--- config.mk ---
export PLATFORM = sky130hd
export DESIGN_NAME = lcd_capture
export DESIGN_NICKNAME = d
export VERILOG_FILES = /design/src/rtl/gb_video_pkg.sv /design/src/rtl/sync_fifo.sv /design/src/rtl/lcd_capture.sv
export SDC_FILE = /design/constraint.sdc
export NUM_CORES = 1
export LEC_CHECK = 0
export BUFFER_PORTS_ARGS = -buffer_cell sky130_fd_sc_hd__buf_2
export CORE_ASPECT_RATIO = 1.5
export CORE_UTILIZATION = 28
export DETAILED_ROUTE_END_ITERATION = 16
export PLACE_DENSITY_LB_ADDON = 0.2
export SLEW_MARGIN = 40
export SYNTH_ARGS = -nofsm -noshare
export SYNTH_HDL_FRONTEND = slang
export SYNTH_SLANG_ARGS = --single-unit
--- constraint.sdc ---
create_clock -name clk -period 2.25 [get_ports clk]
set_input_delay 0.45 -clock clk [delete_from_list [all_inputs] [get_ports clk]]
set_output_delay 0.45 -clock clk [all_outputs]
set_load 0.005 [all_outputs]
--- src/rtl/gb_video_pkg.sv ---
// Shared video definitions for the LCD capture path: screen geometry,
// the 2bpp pixel type and the capture FSM state encoding.
package gb_video_pkg;

  localparam int LCD_W = 160;
  localparam int LCD_H = 144;

  typedef logic [1:0] pixel_t;

  typedef enum logic [1:0] {
    WAIT_VS = 2'd0,
    ACTIVE  = 2'd1,
    DRAIN   = 2'd2
  } cap_state_t;

endpackage

--- src/rtl/sync_fifo.sv ---
// Single-clock FIFO with registered storage; push and pop each take one
// cycle, and a push into a full FIFO is accepted only when a pop frees a slot.
module sync_fifo #(
  parameter int W     = 16,
  parameter int DEPTH = 4
) (
  input  logic         clk,
  input  logic         rst,
  input  logic         push,
  input  logic [W-1:0] wdata,
  input  logic         pop,
  output logic [W-1:0] rdata,
  output logic         full,
  output logic         empty
);

  localparam int PW = $clog2(DEPTH);

  logic [W-1:0] mem_q [DEPTH];
  logic [W-1:0] mem_d [DEPTH];
  logic [PW:0]  wr_ptr_q, wr_ptr_d;
  logic [PW:0]  rd_ptr_q, rd_ptr_d;
  logic         do_push, do_pop;

  // Pointers carry one extra wrap bit so full and empty are distinguishable.
  assign empty   = (wr_ptr_q == rd_ptr_q);
  assign full    = (wr_ptr_q[PW] != rd_ptr_q[PW]) &&
                   (wr_ptr_q[PW-1:0] == rd_ptr_q[PW-1:0]);
  assign do_pop  = pop && !empty;
  assign do_push = push && (!full || do_pop);
  assign rdata   = mem_q[rd_ptr_q[PW-1:0]];

  always_comb begin
    mem_d    = mem_q;
    wr_ptr_d = wr_ptr_q;
    rd_ptr_d = rd_ptr_q;
    if (do_push) begin
      mem_d[wr_ptr_q[PW-1:0]] = wdata;
      wr_ptr_d = wr_ptr_q + {{PW{1'b0}}, 1'b1};
    end
    if (do_pop) begin
      rd_ptr_d = rd_ptr_q + {{PW{1'b0}}, 1'b1};
    end
  end

  always_ff @(posedge clk) begin
    if (rst) begin
      wr_ptr_q <= '0;
      rd_ptr_q <= '0;
      for (int i = 0; i < DEPTH; i++) begin
        mem_q[i] <= '0;
      end
    end else begin
      wr_ptr_q <= wr_ptr_d;
      rd_ptr_q <= rd_ptr_d;
      mem_q    <= mem_d;
    end
  end

endmodule

--- src/rtl/lcd_capture.sv ---
// Captures the PPU LCD pixel stream, packs 8 2bpp pixels per 16-bit word and
// writes them to a framebuffer. Optional LCD_CAPTURE_DOUBLE_BUFFER_EN adds a
// buffer-select address MSB and a front_buf output.
//
// Write port: a word transfers in a cycle with fb_valid=1 and fb_ready=1;
// while fb_valid=1 and fb_ready=0, fb_addr/fb_data hold and fb_valid stays high.
module lcd_capture
  import gb_video_pkg::*;
#(
  parameter int H_PIXELS   = LCD_W,
  parameter int V_LINES    = LCD_H,
  parameter int FIFO_DEPTH = 4,
  parameter int AW         = 12
) (
  input  logic          clk,
  input  logic          rst,
  input  logic          hs,
  input  logic          vs,
  input  logic          cpl,
  input  logic [1:0]    pixel,
  input  logic          valid,
`ifdef LCD_CAPTURE_DOUBLE_BUFFER_EN
  output logic [AW:0]   fb_addr,
  output logic          front_buf,
`else
  output logic [AW-1:0] fb_addr,
`endif
  output logic [15:0]   fb_data,
  output logic          fb_valid,
  input  logic          fb_ready,
  output logic          frame_done,
  output logic          overflow,
  output logic [1:0]    state_dbg
);

`ifdef LCD_CAPTURE_DOUBLE_BUFFER_EN
  localparam int FAW = AW + 1;
`else
  localparam int FAW = AW;
`endif
  localparam int FW = FAW + 16;
  localparam int XW = $clog2(H_PIXELS + 1);
  localparam int YW = $clog2(V_LINES + 1);

  localparam logic [XW-1:0] X_END      = XW'(H_PIXELS);
  localparam logic [YW-1:0] Y_END      = YW'(V_LINES);
  localparam logic [AW-1:0] LINE_WORDS = AW'(H_PIXELS / 8);

  cap_state_t    state_q, state_d;
  logic [XW-1:0] x_q, x_d;
  logic [YW-1:0] y_q, y_d;
  logic [YW-1:0] y_inc;
  logic [AW-1:0] base_q, base_d;
  logic [13:0]   sr_q, sr_d;
  logic          frame_done_q, frame_done_d;
  logic          overflow_q, overflow_d;
  logic          cpl_q, hs_q, vs_q;

  pixel_t        pix_in;
  logic          cpl_rise, hs_fall, vs_fall, strobe;
  logic          push, pop;
  logic          fifo_full, fifo_empty;
  logic [AW-1:0] word_addr;
  logic [15:0]   word;
  logic [FW-1:0] push_word, head;

`ifdef LCD_CAPTURE_DOUBLE_BUFFER_EN
  logic          wr_buf_q, wr_buf_d;
  logic          front_buf_q, front_buf_d;
`endif

  assign pix_in   = pixel;
  assign cpl_rise = cpl & ~cpl_q;
  assign hs_fall  = ~hs & hs_q;
  assign vs_fall  = ~vs & vs_q;
  assign strobe   = cpl_rise & valid & (x_q < X_END);
  assign y_inc    = y_q + YW'(1);

  // The newest pixel lands in the MSBs, so after 8 shifts the first pixel of
  // the group sits in bits [1:0].
  assign word      = {pix_in, sr_q};
  assign word_addr = base_q + AW'(x_q >> 3);

`ifdef LCD_CAPTURE_DOUBLE_BUFFER_EN
  assign push_word = {wr_buf_q, word_addr, word};
`else
  assign push_word = {word_addr, word};
`endif

  always_comb begin
    state_d      = state_q;
    x_d          = x_q;
    y_d          = y_q;
    base_d       = base_q;
    sr_d         = sr_q;
    push         = 1'b0;
    frame_done_d = 1'b0;
`ifdef LCD_CAPTURE_DOUBLE_BUFFER_EN
    wr_buf_d     = wr_buf_q;
    front_buf_d  = front_buf_q;
`endif
    case (state_q)
      WAIT_VS: begin
        if (vs_fall) begin
          state_d = ACTIVE;
          x_d     = '0;
          y_d     = '0;
          base_d  = '0;
        end
      end
      ACTIVE: begin
        if (strobe) begin
          sr_d = {pix_in, sr_q[13:2]};
          x_d  = x_q + XW'(1);
          push = (x_q[2:0] == 3'd7);
        end
        // A word completed in the same cycle is pushed with the old line
        // base; the counters below only affect the following cycle.
        if (vs_fall) begin
          x_d    = '0;
          y_d    = '0;
          base_d = '0;
        end else if (hs_fall) begin
          x_d    = '0;
          y_d    = y_inc;
          base_d = base_q + LINE_WORDS;
          if (y_inc == Y_END) begin
            state_d = DRAIN;
          end
        end
      end
      DRAIN: begin
        if (fifo_empty) begin
          frame_done_d = 1'b1;
          state_d      = WAIT_VS;
`ifdef LCD_CAPTURE_DOUBLE_BUFFER_EN
          front_buf_d  = wr_buf_q;
          wr_buf_d     = ~wr_buf_q;
`endif
        end
      end
      default: begin
        state_d = WAIT_VS;
      end
    endcase
    overflow_d = overflow_q | (push & fifo_full & ~pop);
  end

  always_ff @(posedge clk) begin
    if (rst) begin
      state_q      <= WAIT_VS;
      x_q          <= '0;
      y_q          <= '0;
      base_q       <= '0;
      sr_q         <= '0;
      frame_done_q <= 1'b0;
      overflow_q   <= 1'b0;
      cpl_q        <= 1'b0;
      hs_q         <= 1'b0;
      vs_q         <= 1'b0;
`ifdef LCD_CAPTURE_DOUBLE_BUFFER_EN
      wr_buf_q     <= 1'b1;
      front_buf_q  <= 1'b0;
`endif
    end else begin
      state_q      <= state_d;
      x_q          <= x_d;
      y_q          <= y_d;
      base_q       <= base_d;
      sr_q         <= sr_d;
      frame_done_q <= frame_done_d;
      overflow_q   <= overflow_d;
      cpl_q        <= cpl;
      hs_q         <= hs;
      vs_q         <= vs;
`ifdef LCD_CAPTURE_DOUBLE_BUFFER_EN
      wr_buf_q     <= wr_buf_d;
      front_buf_q  <= front_buf_d;
`endif
    end
  end

  sync_fifo #(
    .W     (FW),
    .DEPTH (FIFO_DEPTH)
  ) u_fifo (
    .clk   (clk),
    .rst   (rst),
    .push  (push),
    .wdata (push_word),
    .pop   (pop),
    .rdata (head),
    .full  (fifo_full),
    .empty (fifo_empty)
  );

  assign pop        = fb_valid & fb_ready;
  assign fb_valid   = ~fifo_empty;
  assign fb_addr    = fifo_empty ? '0 : head[FW-1:16];
  assign fb_data    = fifo_empty ? '0 : head[15:0];
  assign frame_done = frame_done_q;
  assign overflow   = overflow_q;
  assign state_dbg  = state_q;
`ifdef LCD_CAPTURE_DOUBLE_BUFFER_EN
  assign front_buf  = front_buf_q;
`endif

endmodule

After elaboration in Yosys (flattened, before gate mapping)

Cells that the tools add are included.

Bits in registers: 167
Output and inout port bits: 33

Add/sub/neg operators: 6
Order comparisons: 4
Equal/unequal tests: 14
Multiplexer cells: 29
Bitwise logic cells: 17
Reduce and logical (&&, ||, !) cells: 14

Operators by type and width:

| cell                  | number |
|---|---|
| $bwmux 112            | 1 |
| $mux 28               | 3 |
| $bmux 28 s2           | 1 |
| $demux 28 s2          | 1 |
| $mux 12               | 4 |
| $mux 8                | 6 |
| $pmux 8 s2            | 2 |
| $pmux 12 s2           | 1 |
| $add 8x1->8 const B   | 2 |
| $mux 16               | 1 |
| $add 12x5->12         | 1 |
| $add 12x5->12 const B | 1 |
| $mux 2                | 5 |
| $ne 2x2->1 const B    | 5 |
| $and 1x1->1           | 8 |
| $eq 8x8->1 const B    | 1 |
| $lt 8x8->1 const B    | 1 |
| $add 3x1->3 const B   | 2 |
| $ge 3x3->1 const B    | 2 |
| $not 1->1             | 6 |
| $not 2->3             | 2 |
| $pmux 2 s3            | 1 |
| $reduce_and 3->1      | 2 |
| $reduce_and 5->1      | 1 |
| 18 further kinds      | 24 |

Logic depth before layout (Yosys ltp)

Depth after elaboration: 9
Depth in mapped cells: 8

Hierarchy

Synthesis repeated with hierarchy kept, for this count alone.

Cells, all modules: 754
Area total of the unflattened synthesis: 8016.4 um^2

Modules (own cells, without submodules):

| module      | times used | cells each | area each (um^2) | seq. area each (um^2) |
|---|---|---|---|---|
| sync_fifo   | 1          | 467        | 5444.0           | 2362.3 |
| lcd_capture | 1          | 287        | 2572.5           | 940.9 |

Least setup slack after synthesis

Ideal clock, no wire load.

Kind: register to output
Start: register u_fifo.rd_ptr_q[1]
End: output fb_data[10]
Arrival: 1643 ps
Data required time: 1800 ps
Path slack: 157 ps
Stages on the path, launching flop included: 5
Cell sequence: dfxtp_1 -> buf_2 -> buf_2 -> mux4_2 -> nor2b_1

Cells in the longest elaborated chain, start to end: 5
Elaborated cells between the ends (all ways): 6
Classes of those cells: eq/ne (1); mux (4); bitwise (1)

Ends and longest elaborated chain:

| what                                        | RTL line           | text |
|---|---|---|
| start, declared                             | sync_fifo.sv:22    | `logic [PW:0] rd_ptr_q, rd_ptr_d;` |
| start signal, assigned                      | sync_fifo.sv:55    | `rd_ptr_q <= rd_ptr_d;` |
| $not 2->3 (not written as such)             | sync_fifo.sv:31    | `assign rdata = mem_q[rd_ptr_q[PW-1:0]];` |
| $bmux 28 s2                                 | sync_fifo.sv:31    |  |
| $mux 28 (not written as such) (2 in series) | sync_fifo.sv:31    |  |
| $mux 16 (*)                                 | lcd_capture.sv:200 | `assign fb_data = fifo_empty ? '0 : head[15:0];` |
| end, declared                               | lcd_capture.sv:28  | `output logic [15:0] fb_data,` |

Mark *: on every way between the ends. The rest lies on a longest branch, timed or not. The select of a mux whose other input is x is not followed.

Final worst setup path

Start: register u_fifo.rd_ptr_q[1]
End: output fb_addr[2]

Cells in the longest elaborated chain, start to end: 5
Elaborated cells between the ends (all ways): 6
Classes of those cells: eq/ne (1); mux (4); bitwise (1)

Ends and longest elaborated chain:

| what                                        | RTL line           | text |
|---|---|---|
| $not 2->3 (not written as such)             | sync_fifo.sv:31    |  |
| $bmux 28 s2                                 | sync_fifo.sv:31    |  |
| $mux 28 (not written as such) (2 in series) | sync_fifo.sv:31    |  |
| $mux 12 (*)                                 | lcd_capture.sv:199 | `assign fb_addr = fifo_empty ? '0 : head[FW-1:16];` |
| end, declared                               | lcd_capture.sv:26  | `output logic [AW-1:0] fb_addr,` |

Marks and branches as above.

==> metrics.csv <==
stage;metric;value;unit
status;failing checks;setup timing;
clock_tree;hold buffer count at CTS;0;
synth;Synth Register Bits;165;
synth;post-synth cell types;60;
pwr;Clk pwr share;0.491;
synth;Mapped Cells;899;
timing;WHS;0.2527;ns
pwr;Static Leakage;3.219;nW
synth;synthesized area;8188;sq um
timing;Final Worst Setup Slack;-0.05265;ns
global_routing;Total GRT Usage;0.1754;
timing;crit share post-route;1.023;
pwr;sw power;1.351;mW
setup_path;Worst setup SP type;register;
pwr;Power Dens Cells;608.5;nW/um^2
global_routing;largest net degree at the start of global routing;151;
global_routing;vias in the first global route;7035;
route;First-pass DRT Iterations;4;
die;Die Ht;211.4;um
synth;sequential fraction of the synthesis area;0.4034;
placed_design;IO buf count;41;
route;via count;7155;
synth;Synth top cells by count;dfxtp_1 (165), a21oi_1 (140), nand3_1 (85);
clock_tree;CTS sink cnt;165;
clock_tree;clock root cell;clkbuf_16;
status;outcome;finished, violations left;
route;# DRC;0;
die;Die Width;141.6;um
clock_tree;clock-pin slew of the registers on the worst-case setup and hold paths;0.07;ns
timing;final setup fails;28;
route;drt wl/cell;19.45;um
setup_path;WS Path Type;register to primary output;
timing;fmax;0.4343;GHz
placed_design;dpl cells;1284;
synth;number of synthesized flops with an enable pin;0;
final_layout;area growth from synthesis to layout;22.04;%
die;Placement Rows;76;
die;Core ar.;28720;sq um
synth;most instantiated library cell after synthesis;dfxtp_1;
timing;RSZ-0062 raised after global routing;yes;
global_routing;total gr overflow;0;
pwr;Pint;4.730;mW
synth;Synth top area share;0.4034;
final_layout;filler instances;3062;
final_layout;share of layout cells above drive strength 1;0.2008;
pwr;total power;6.080;mW
die;DIE AREA;29940;sq um
min_path;HP Class;input port to register;
final_layout;final non-filler cell total;1336;
setup_path;CP Max Fanout;6;
pwr;sw frac;0.2221;
placed_design;Place WS;0.1696;ns
route;post-DR vias/cell;5.356;
route;1st-iter DRT viols;494;
final_layout;Antenna diodes;0;
synth;Ys Warns;0;
timing;relative slew slack;0.4379;
synth;top_reg_cell synth;dfxtp_1;
clock_tree;Worst-Skew Late Latency;0.43;ns
timing;total negative slack;-0.9458;ns
global_routing;initial antenna violation count;0;
timing;Final Hold Fails;0;
route;post-route ant nets;0;
synth;Synth area leaders;dfxtp_1 (40%), a21oi_1 (8.6%), mux4_2 (7.7%);
placed_design;Post-DP Area;8972;sq um
clock_tree;Max Root-Sink Buffers;2;
pwr;Max VDD drop;0.0005153;V
setup_path;CP endpoint kind;primary output;
synth;ys async rst share;0;
die;number of top-level pins;42;
clock_tree;depth of the CTS H-tree;4;
global_routing;global-route wire length before repair;40.61;mm
setup_path;worst reg-to-reg setup slack;0.09;ns
placed_design;GPL Wtd Cong;0.7272;
synth;syn avg cell area;9.108;sq um
timing;Clock Skew;0.01283;ns
clock_tree;CTS Buf Count;17;
route;final wirelength;25.99;mm
final_layout;NumNets Final;955;
final_layout;cell area after layout;9992;sq um
timing;pin slew with the least headroom to its limit;0.8431;ns
setup_path;Worst EP required;1.80;ns
clock_tree;CTS tree;done;
pwr;Gate power share;0.028;
placed_design;detailed placement HPWL;15.36;mm
pwr;Sequential Power Share;0.481;
final_layout;final core occ;0.3479;
timing;min Tclk post-route;2.303;ns
die;Initial Utilization;0.2851;
setup_path;Arr. time, crit path;1.85;ns
timing;max-slew violations;0;
synth;Synth area leader;dfxtp_1;
run;max-capacitance violation count;0;
synth;Synth Net Count;921;
## worst max-delay path: stages (launching register included)
cell and delay [ns]:
dfxtp_4 0.43, buf_12 0.16, mux4_2 0.54, nor2b_2 0.17
buf_2 0.12
## path summary, 6_finish.rpt
kind / cells past startpoint / startpoint / end
max: 4 / u_fifo.rd_ptr_q[1] / fb_addr[2]
min: 2 / cpl / cpl_q
max reg2reg: 7 / u_fifo.rd_ptr_q[1] / u_fifo.mem_q[24]
min reg2reg: 2 / u_fifo.mem_q[76] / u_fifo.mem_q[76]
## registers in the layout, summed over array words and instances, names as in the netlist
signal,cells
u_fifo.mem_q,112
sr_q,14
base_q,10
x_q,8
y_q,8
u_fifo.rd_ptr_q,3
u_fifo.wr_ptr_q,3
state_dbg,2
cpl_q,1
frame_done,1
hs_q,1
overflow,1
vs_q,1
## repair_timing
| action | in CTS | in global routing |
|---|---|---|
| setup buffers | 13 | 1 |
| resized for setup | 12 | 16 |
| setup endpoints to repair | 28 | 48 |
| cloned | 5 | 2 |
| pin swaps | 1 | 1 |
## power groups by stage
stage | clock network (mW) | registers [mW] | logic [mW]
2_1_floorplan | 0 | 2.99 | 0.105
3_3_place_gp | 0 | 2.99 | 0.168
3_5_place_dp | 0 | 3.00 | 0.168
4_1_cts | 3.06 | 2.93 | 0.168
5_1_grt | 3.19 | 2.93 | 0.181
6_report | 2.99 | 2.93 | 0.168
## layout make-up
type / count / area, sq um / area share
clock buffers: 26 / 499.2 / 0.04996
clock inverters: 6 / 91.34 / 0.009141
inverters: 13 / 48.80 / 0.004884
multi-input cells: 631 / 4528 / 0.4532
flip-flops and latches: 165 / 3311 / 0.3313
well taps: 390 / 488.0 / 0.04884
repair buffers: 105 / 1026 / 0.1027
## layer usage
metal	global-route usage	vias up	share of wire
met3	0.02624	30	0.025
met5	0	-	0
li1	-	3477	-
met2	0.3171	128	0.53
met1	0.2087	3520	0.42
met4	0.06081	0	0.021
## placed cells by master, fill, tap and decap left out, types with 28 or more instances in the layout
cell type	instances
dfxtp_1	163
a21oi_1	140
o31ai_1	82
buf_2	40
nand3_1	85
a211oi_1	31
buf_4	39
nor2b_1	29
nand2_1	48
mux4_2	28
## logic make-up after synthesis
family / count (synthesis) / synth area share
AO/OA/AOI/OAI: 305 / 0.2355
XOR/XNOR: 14 / 0.01498
adder cells (fa/ha/maj): 13 / 0.01987
buffers and inverters: 103 / 0.06067
flip-flops: 165 / 0.4034
multiplexers: 36 / 0.08695
other: 1 / 0.0004580
AND/OR/NAND/NOR: 262 / 0.1782
Power figures use the tool's default switching activity.
